File: src/rtl/count_pulse_pkg.sv
`default_nettype none
// ============================================================================
// Module      : count_pulse_pkg
// Description : Shared definitions for the count pulse generator. Holds the
//               FSM state encoding and the counter-width helper used to size
//               the debounce and repeat tick counters.
// Revision    : 1.0 - initial release
// ============================================================================
package count_pulse_pkg;

    // FSM state encoding for the pulse generator.
    typedef enum logic [1:0] {
        IDLE   = 2'd0,
        DELAY  = 2'd1,
        REPEAT = 2'd2,
        LOCK   = 2'd3
    } state_t;

    // Counter width able to hold any value up to max_val. The extra bit keeps
    // the terminal value representable even when max_val is a power of two.
    function automatic int cnt_width(input int max_val);
        return $clog2(max_val) + 1;
    endfunction

endpackage : count_pulse_pkg
`default_nettype wire

File: src/rtl/debounce_filter.sv
`default_nettype none
// ============================================================================
// Module      : debounce_filter
// Description : Two-flop synchroniser followed by a stability counter and a
//               rising-edge detector for one pushbutton input.
// Ports       : clk     - system clock
//               reset   - synchronous, active-high reset
//               btn_raw - asynchronous raw button level, active-high
//               level   - debounced button level
//               press   - high for one cycle after level rises
// Revision    : 1.0 - initial release
// ============================================================================
module debounce_filter
    import count_pulse_pkg::*;
#(
    parameter int DEB_CYCLES = 16
) (
    input  logic clk,
    input  logic reset,
    input  logic btn_raw,
    output logic level,
    output logic press
);

    localparam int              c_cnt_w    = cnt_width(DEB_CYCLES);
    localparam logic [c_cnt_w-1:0] c_cnt_last = c_cnt_w'(DEB_CYCLES - 1);

    logic               r_sync1;
    logic               r_sync2;
    logic               r_level;
    logic               r_level_d;
    logic [c_cnt_w-1:0] r_cnt;

    always_ff @(posedge clk) begin
        if (reset) begin
            r_sync1   <= 1'b0;
            r_sync2   <= 1'b0;
            r_level   <= 1'b0;
            r_level_d <= 1'b0;
            r_cnt     <= '0;
        end else begin
            r_sync1   <= btn_raw;
            r_sync2   <= r_sync1;
            r_level_d <= r_level;
            // The counter only runs while the synchronised input disagrees
            // with the accepted level; any agreement restarts the window, so
            // the level flips only after DEB_CYCLES consecutive disagreements.
            if (r_sync2 == r_level) begin
                r_cnt <= '0;
            end else if (r_cnt == c_cnt_last) begin
                r_level <= ~r_level;
                r_cnt   <= '0;
            end else begin
                r_cnt <= r_cnt + 1'b1;
            end
        end
    end

    assign level = r_level;
    assign press = r_level & ~r_level_d;

endmodule : debounce_filter
`default_nettype wire

File: src/rtl/count_pulse_gen.sv
`default_nettype none
// ============================================================================
// Module      : count_pulse_gen
// Description : Converts raw up/down pushbutton levels into single-cycle
//               count pulses with a direction level, including optional
//               hold-to-repeat and a lockout when both buttons are held.
// Ports       : clk          - system clock
//               reset        - synchronous, active-high reset
//               btn_up_raw   - asynchronous raw up button, active-high
//               btn_down_raw - asynchronous raw down button, active-high
//               repeat_en    - enables auto-repeat while a button is held
//               inc          - one-cycle count pulse, registered
//               up_down_sel  - direction (0 = up, 1 = down), registered
//               btn_lock     - high while the lockout state is active
// Revision    : 1.0 - initial release
// ============================================================================
module count_pulse_gen
    import count_pulse_pkg::*;
#(
    parameter int DEB_CYCLES    = 16,
    parameter int REPEAT_DELAY  = 64,
    parameter int REPEAT_PERIOD = 16
) (
    input  logic clk,
    input  logic reset,
    input  logic btn_up_raw,
    input  logic btn_down_raw,
    input  logic repeat_en,
    output logic inc,
    output logic up_down_sel,
    output logic btn_lock
);

    localparam int c_tick_max = (REPEAT_DELAY > REPEAT_PERIOD) ? REPEAT_DELAY
                                                               : REPEAT_PERIOD;
    localparam int c_tick_w   = cnt_width(c_tick_max);
    localparam logic [c_tick_w-1:0] c_delay_last  = c_tick_w'(REPEAT_DELAY - 1);
    localparam logic [c_tick_w-1:0] c_period_last = c_tick_w'(REPEAT_PERIOD - 1);

    // ------------------------------------------------------------------
    // Per-button conditioning
    // ------------------------------------------------------------------
    logic w_lvl_up;
    logic w_lvl_dn;
    logic w_press_up;
    logic w_press_dn;

    debounce_filter #(
        .DEB_CYCLES (DEB_CYCLES)
    ) u_deb_up (
        .clk     (clk),
        .reset   (reset),
        .btn_raw (btn_up_raw),
        .level   (w_lvl_up),
        .press   (w_press_up)
    );

    debounce_filter #(
        .DEB_CYCLES (DEB_CYCLES)
    ) u_deb_dn (
        .clk     (clk),
        .reset   (reset),
        .btn_raw (btn_down_raw),
        .level   (w_lvl_dn),
        .press   (w_press_dn)
    );

    // ------------------------------------------------------------------
    // FSM state register
    // ------------------------------------------------------------------
    state_t              r_state;
    state_t              w_state_nxt;
    logic [c_tick_w-1:0] r_tick;
    logic [c_tick_w-1:0] w_tick_nxt;
    logic                r_inc;
    logic                w_inc_nxt;
    logic                r_dir;
    logic                w_dir_nxt;

    always_ff @(posedge clk) begin
        if (reset) begin
            r_state <= IDLE;
            r_tick  <= '0;
            r_inc   <= 1'b0;
            r_dir   <= 1'b0;
        end else begin
            r_state <= w_state_nxt;
            r_tick  <= w_tick_nxt;
            r_inc   <= w_inc_nxt;
            r_dir   <= w_dir_nxt;
        end
    end

    // ------------------------------------------------------------------
    // Next-state and output logic
    // ------------------------------------------------------------------
    // The registered direction remembers which button started the hold, so
    // it also selects which debounced level counts as "held" and which one
    // as "the other button".
    logic w_held;
    logic w_other;

    assign w_held  = r_dir ? w_lvl_dn : w_lvl_up;
    assign w_other = r_dir ? w_lvl_up : w_lvl_dn;

    always_comb begin
        w_state_nxt = r_state;
        w_tick_nxt  = r_tick;
        w_inc_nxt   = 1'b0;
        w_dir_nxt   = r_dir;

        case (r_state)
            IDLE: begin
                // Both levels high wins over a press event: simultaneous
                // presses and a press on top of a held button both lock out.
                if (w_lvl_up && w_lvl_dn) begin
                    w_state_nxt = LOCK;
                end else if (w_press_up ^ w_press_dn) begin
                    w_inc_nxt   = 1'b1;
                    w_dir_nxt   = w_press_dn;
                    w_tick_nxt  = '0;
                    w_state_nxt = DELAY;
                end
            end

            DELAY: begin
                if (!w_held) begin
                    w_tick_nxt  = '0;
                    w_state_nxt = IDLE;
                end else if (w_other) begin
                    w_tick_nxt  = '0;
                    w_state_nxt = LOCK;
                end else if (r_tick == c_delay_last) begin
                    // Without repeat enabled the tick parks at its terminal
                    // value, so enabling repeat later fires on the next cycle.
                    if (repeat_en) begin
                        w_inc_nxt   = 1'b1;
                        w_tick_nxt  = '0;
                        w_state_nxt = REPEAT;
                    end
                end else begin
                    w_tick_nxt = r_tick + 1'b1;
                end
            end

            REPEAT: begin
                if (!w_held) begin
                    w_tick_nxt  = '0;
                    w_state_nxt = IDLE;
                end else if (w_other) begin
                    w_tick_nxt  = '0;
                    w_state_nxt = LOCK;
                end else if (!repeat_en) begin
                    w_tick_nxt  = c_delay_last;
                    w_state_nxt = DELAY;
                end else if (r_tick == c_period_last) begin
                    w_inc_nxt  = 1'b1;
                    w_tick_nxt = '0;
                end else begin
                    w_tick_nxt = r_tick + 1'b1;
                end
            end

            LOCK: begin
                if (!w_lvl_up && !w_lvl_dn) begin
                    w_state_nxt = IDLE;
                end
            end

            default: begin
                w_tick_nxt  = '0;
                w_state_nxt = IDLE;
            end
        endcase
    end

    assign inc         = r_inc;
    assign up_down_sel = r_dir;
    assign btn_lock    = (r_state == LOCK);

endmodule : count_pulse_gen
`default_nettype wire

File: config.mk
export PLATFORM = sky130hd
export DESIGN_NAME = count_pulse_gen
export DESIGN_NICKNAME = d
export VERILOG_FILES = /design/src/rtl/count_pulse_pkg.sv /design/src/rtl/debounce_filter.sv /design/src/rtl/count_pulse_gen.sv
export SDC_FILE = /design/constraint.sdc
export NUM_CORES = 1
export LEC_CHECK = 0
export BUFFER_PORTS_ARGS = -buffer_cell sky130_fd_sc_hd__buf_2
export CAP_MARGIN = 25
export CORE_MARGIN = 2
export CORE_UTILIZATION = 59
export DETAILED_ROUTE_END_ITERATION = 16
export PLACE_DENSITY = 0.79
export SYNTH_ARGS = -nofsm -noshare
export SYNTH_HDL_FRONTEND = slang
export SYNTH_SLANG_ARGS = --single-unit
File: constraint.sdc
create_clock -name clk -period 2.6 [get_ports clk]
set_clock_uncertainty 0.1 [all_clocks]
set_input_delay 0.26 -clock clk [delete_from_list [all_inputs] [get_ports clk]]
set_output_delay 0.26 -clock clk [all_outputs]
set_load 0.02 [all_outputs]
==> results of run 1 <==
==> per-layer routing <==
metal	share of wire	global-route usage	vias to the layer above
li1	-	-	644
met1	0.47	0.252	562
met2	0.46	0.318	35
met3	0.055	0.0445	5
met4	0.013	0.0697	0
met5	0	0	-
==> flip-flops by register name, indices dropped and copies added, names as in the netlist, 2 cells and up <==
name / cells
u_deb_dn.r_cnt: 5
r_tick: 7
r_state: 2
u_deb_up.r_cnt: 5
==> worst register-to-register path, stage by stage (launching register included) <==
cell and delay (ps):
dfxtp_1 390, ha_1 240, nand4b_2 180, or4b_1 520, a221oi_2 370, nor2_1 70
a311oi_1 250
==> how the worst min path moves through the flow <==
stage / to / slack (ps)
after floorplan: u_deb_dn.r_sync1 / 290
after global placement: u_deb_dn.r_sync2 / 320
after detailed placement: u_deb_dn.r_sync2 / 320
final: u_deb_dn.r_sync1 / 60
after global routing: u_deb_up.r_sync1 / 50
after CTS: u_deb_dn.r_sync1 / 50
==> per-stage QoR <==
stage	setup slack (ps)	utilization	cells	instance area (µm²)	total power, mW
finish	402	0.676	215	1670	1.22
floorplan	584	-	175	1550	0.791
detailed placement	451	0.646	208	1600	0.873
global route	260	0.676	215	1670	1.29
CTS	411	0.676	215	1670	1.22
global placement	496	0.646	208	1600	0.860
==> placed cells by master (no fill, tap or decap), drive strengths merged, types with 4 or more instances in the layout <==
cell | synthesis | layout
xnor2 | 5 | 5
a211oi | 4 | 4
dfxtp | 29 | 29
ha | 11 | 11
o21ai | 5 | 5
nor2b | 7 | 7
nor2 | 25 | 25
buf | 3 | 8
nand3 | 5 | 5
inv | 10 | 10
nand2 | 9 | 9
clkbuf | 2 | 5
nor3 | 5 | 5
a21oi | 13 | 13
==> logic make-up (layout without fill, tap and decap cells) <==
family          count (synthesis)  after routing  synth area share
simple gates                   69             69             0.237
compound gates                 41             41             0.198
flops                          29             29             0.375
buf+inv                        15             25            0.0420
fa+ha+maj                      11             11            0.0889
xor+xnor                        7              7            0.0396
mux                             3              3            0.0194
==> layout make-up <==
class | count | area share
Multi-Input combinational cell | 131 | 0.540
Clock inverter | 2 | 0.0209
Tap cell | 30 | 0.0224
Timing Repair Buffer | 8 | 0.0254
Sequential cell | 29 | 0.347
Inverter | 10 | 0.0224
Clock buffer | 5 | 0.0224
==> synth_stat cells (all sizes together) (3+ instances only) <==
master	n	area, µm²
dfxtp	29	581
nor2	25	93.8
a21oi	13	65.1
ha	11	138
inv	10	37.5
nand2	9	36.3
nor2b	7	43.8
nand3	5	25.0
nor3	5	25.0
o21ai	5	25.0
xnor2	5	43.8
a211oi	4	30.0
a31oi	3	25.0
and3	3	18.8
buf	3	20.0
mux2i	3	30.0
nand2b	3	18.8
or3	3	18.8
or3b	3	28.8
==> power groups by stage <==
| stage | clock network, mW | registers [mW] | logic, mW |
|---|---|---|---|
| 3_5_place_dp | 0 | 0.513 | 0.360 |
| 6_report | 0.348 | 0.504 | 0.365 |
| 3_3_place_gp | 0 | 0.509 | 0.350 |
| 2_1_floorplan | 0 | 0.506 | 0.285 |
| 4_1_cts | 0.357 | 0.505 | 0.362 |
| 5_1_grt | 0.378 | 0.510 | 0.404 |
==> results.md, run 1 <==
* Multi-input logic area at 903 µm²
* Setup Total Neg Slack at 0 ps
* Sink Count at 29
* CP Launch Point: r_tick[1]
* Total number of vias at 1246
* P&R area growth vs syn at 8.08%
* Initial DRT Pass Iterations at 4
* Crit path max fanout at 5
* LEAKAGE at approximately 0.65 nW
* DP Wirelength at roughly 2000 µm
* Port bufs at 7
* Maximum root-to-sink buffer count at 2
* Library cells used by synthesis at between 40 and 50
* Share of layout cells above drive strength 1 at 0.141
* Register Area at around 580 µm²
* Final #Nets at between 200 and 250
* Sequential share of power at 0.414
* Total core area at around 2500 µm²
* Via density at just under 6
* Final ANT Viol Nets at 0
* GR Overflow Total at 0
* Crit path buf inv count at 0
* Comb power frac at 0.300
* Initial antenna violation count at 0
* Hold Vio Cnt, Final at 0
* Clk_lat worst skew at around 310 ps
* Crit path to: r_state[1]
* Worst-path clk slew at roughly 90 ps
* Total GRT Usage at 0.195
* Final setup violation count at 0
* Max VDD drop at 0.000459 V
* Min cycle time layout at roughly 2200 ps
* Worst EP arrival at 2320 ps
* Final Max Tran Viols at 0
* H-tree Lvls at 2
* CP max-delay cell: or4b_1
* HP Start: btn_down_raw
* Critical-path cell list: ha_1 > nand4b_2 > or4b_1 > a221oi_2 > nor2_1 > a311oi_1
* Final wirelength at 2790 µm
* Worst R2R Path Depth at 6
* FF+latch count, synth at 29
* CTS tree: built
* Critical Path RT at approximately 2700 ps
* Worst setup EP type: flip-flop
* Synth Net Count at approximately 190
* Largest net degree at the start of global routing at 24
* RR Endpoint: r_state[1]
* # DRC at 0
* Clk network pwr share at 0.286
* Die X at between 50 and 60 µm
* GPL Wtd Cong at about 0.8
* Sequential share of the synthesized area at 0.375
* Ys Warns at 0
* Initial Utilization at 0.625
* Type of origin of the critical path: flip-flop
* Syn Std Cell Area at approximately 1500 µm²
* Outcome: complete, no violations
* First-pass GRT wire length at a little under 5000 µm
* Hold Buf Count CTS at 0
* Headroom to the max-slew limit at 0.677
* Top-Level Pins at 8
* CTS root buf: clkbuf_4
* Post-CTS Setup Inserts at 0
* FILL cells at 211
* Fmax at between 400 and 500 MHz
* Critical Path Stages at 6
* Row Count at 18
* Worst Hold Path Cells at 2
* Reg-to-Reg Start: r_tick[1]
* Routed wire per std cell at 13.0 µm
* Post-cts sizing count at 0
* Sw Pwr at slightly below 0.4 mW
* Internal power at a little over 0.8 mW
* Mapped Cells at ~180
* Hold slack at 55.1 ps
* Crit-path leading delay family: simple AND/OR/NAND/NOR gates
* Ant diodes at 0
* Crit Path Class: flip-flop to flip-flop
* Final period util at 0.845
* Max cap viols at 0
* Min-delay worst type: input pin to flip-flop
* Sw frac at 0.325
* RSZ-0062 raised after global routing: false
* First DRT Iteration DRCs at 54
* Cell area power density at 727 nW/µm²
* R2r setup slk at about 400 ps
* Post-synth ARST share at 0
* Die Ht at 55.2 µm
* Die footprint at about 3100 µm²
* Post-Syn Area per Cell at 8.85 µm²
* Number of global-route vias before repair at ~1.1k
* Post-synth EDFFs at 0
* Measured slew at the worst slew-check pin at about 480 ps
* Ys flop type: dfxtp_1
* Num CTS Buffers at 5
* CP max stage delay at 510 ps
Power figures use the tool's default switching activity.
==> run 2: changes to the inputs <==
--- a/config.mk
+++ b/config.mk
@@ -8,9 +8,9 @@
 export BUFFER_PORTS_ARGS = -buffer_cell sky130_fd_sc_hd__buf_2
 export CAP_MARGIN = 25
 export CORE_MARGIN = 2
-export CORE_UTILIZATION = 59
+export CORE_UTILIZATION = 54
 export DETAILED_ROUTE_END_ITERATION = 16
-export PLACE_DENSITY = 0.79
+export PLACE_DENSITY = 0.76
 export SYNTH_ARGS = -nofsm -noshare
 export SYNTH_HDL_FRONTEND = slang
 export SYNTH_SLANG_ARGS = --single-unit
==> constraint.sdc (replaced) <==
create_clock -name clk -period 2 [get_ports clk]
set_clock_uncertainty 0.1 [all_clocks]
set_input_delay 0.2 -clock clk [delete_from_list [all_inputs] [get_ports clk]]
set_output_delay 0.2 -clock clk [all_outputs]
set_load 0.02 [all_outputs]
==> run 2 against run 1 <==
  * Global-route usage increased by 1.2 points
  * Core utilization increased by 2.3 points
  * Fmax increased by 10%
  * Wire length increased by 9.6%
  * Clock power increased by 4%
==> results.md, run 2 (synthesis results as in run 1) <==
* RSZ-0062 raised after global routing: true
* Cell area power density at about 900 nW/µm²
* Top-Level Pins at 8
* Port bufs at 7
* Die footprint at roughly 3300 µm²
* Reg-to-Reg Start: r_tick[0]
* First-pass GRT wire length at roughly 5300 µm
* Max cap viols at 0
* Share of layout cells above drive strength 1 at 0.275
* Final wirelength at approximately 3100 µm
* Multi-input logic area at 980 µm²
* Highest-count cells in the layout ignoring fill and taps: 25 x nor2_1, 24 x dfxtp_1, 21 x buf_4
* Num CTS Buffers at 5
* Ant diodes at 0
* Die Ht at roughly 58 µm
* Final setup violation count at 0
* Final Max Tran Viols at 0
* Measured slew at the worst slew-check pin at just under 400 ps
* Final ANT Viol Nets at 0
* DP Wirelength at 2200 µm
* Final #Nets at approximately 220
* Hold Vio Cnt, Final at 0
* R2r setup slk at 8 ps
* Sink Count at 29
* GR Overflow Total at 0
* H-tree Lvls at 2
* Largest register by flop count: r_tick
* Largest registers: r_tick: 7 flops, u_deb_dn.r_cnt: 5 flops, u_deb_up.r_cnt: 5 flops
* Outcome: complete, no violations
* Final period util at 0.996
* Initial DRT Pass Iterations at 4
* Largest net degree at the start of global routing at 24
* Routed wire per std cell at 12.8 µm
* Worst-path clk slew at 90 ps
* Largest register FFs at 7
* Min-delay worst type: input pin to flip-flop
* CTS tree: built
* Die X at 57.6 µm
* Most common cell after layout, fill and taps aside: nor2_1
* Via density at 5.63
* Worst EP arrival at approximately 2100 ps
* LEAKAGE at a little under 0.8 nW
* GPL Wtd Cong at just under 0.9
* CTS root buf: clkbuf_4
* RR Endpoint: r_state[0]
* Worst setup EP type: flip-flop
* Type of origin of the critical path: flip-flop
* Total GRT Usage at 0.207
* Clk_lat worst skew at ~320 ps
* FILL cells at between 200 and 250
* Hold slack at between 150 and 200 ps
* Initial antenna violation count at 0
* # DRC at 0
* Max VDD drop at a little under 0.0007 V
* P&R area growth vs syn at 23.3%
* Fmax at 502 MHz
* Register Area at about 600 µm²
* First DRT Iteration DRCs at 55
* Layout Cells excl Fill at 238
* Total number of vias at between 1k and 1.5k
* Initial Utilization at 0.567
* Crit path to: r_state[0]
* Total core area at 2730 µm²
* Headroom to the max-slew limit at 0.743
* Placed Cells at 226
* Min cycle time layout at around 2000 ps
* Row Count at 19
* Crit Path Class: flip-flop to flip-flop
* CP Launch Point: r_tick[0]
* Setup Total Neg Slack at 0 ps
* Maximum root-to-sink buffer count at 2
* Crit path max fanout at 3
* Worst R2R Path Depth at 6
* Critical Path RT at about 2100 ps
* Number of global-route vias before repair at approximately 1.2k
run 2: cell count changes in the layout (fill, tap and decap cells not counted), moves of 2 or more:
cell | previous run | this run
buf_4 | 1 | 21
dfxtp_1 | 29 | 24
dfxtp_2 | 0 | 5
dlygate4sd3_1 | 0 | 2
ha_1 | 11 | 9
ha_4 | 0 | 2
run 2: metrics by stage:
step	power [mW]	setup WS (ps)	utilization	instance area, µm²
2_1_floorplan	1.05	3.79	-	1570
3_3_place_gp	1.18	8.77	0.642	1760
6_report	1.68	8.22	0.699	1910
5_1_grt	1.79	-80.9	0.699	1910
4_1_cts	1.62	17.5	0.683	1870
3_5_place_dp	1.20	-45.9	0.642	1760
run 2: report_power, final:
part	internal [mW]	leakage, nW	total [mW]	switching [mW]
Combinational	0.331	0.513	0.666	0.335
Clock	0.166	0.0314	0.361	0.195
Sequential	0.622	0.237	0.656	0.0342
Total	1.12	0.782	1.68	0.564
run 2: repair_timing:
| item | in CTS | in global routing |
|---|---|---|
| buffers inserted | 1 | 2 |
| hold endpoints to repair | 2 | 0 |
| hold buffers | 2 | 0 |
| endpoints found under the setup margin | 4 | 7 |
| pin swaps | 4 | 4 |
| gates resized for setup | 5 | 6 |
run 2: critical path, stage by stage (launching register included):
cell	delay [ps]
dfxtp_2	360
ha_4	150
nand4b_4	100
or4b_4	540
a221oi_4	340
mux2i_1	220
nor2_1	50
run 2: how the worst min path moves through the flow:
stage,to,start,cells after the start,slack [ps]
after floorplan,u_deb_dn.r_sync1,btn_down_raw,1,230
after global placement,u_deb_dn.r_sync1,btn_down_raw,2,310
after detailed placement,u_deb_dn.r_sync1,btn_down_raw,2,320
after CTS,u_deb_up.r_level_d,reset,2,150
after global routing,u_deb_up.r_level_d,reset,2,190
final,u_deb_up.r_level_d,reset,2,150
run 2: area by class of cell:
class                   count  share of cell area
inverters                  10              0.0196
well taps                  31              0.0203
flip-flops and latches     29               0.307
multi-input cells         131               0.513
clock buffers               7              0.0288
repair buffers             30               0.111
run 2: layer usage:
layer	track usage	wire, µm
met5	0	0
met4	0.0963	58
met3	0.0408	127
met2	0.339	1450
met1	0.261	1430
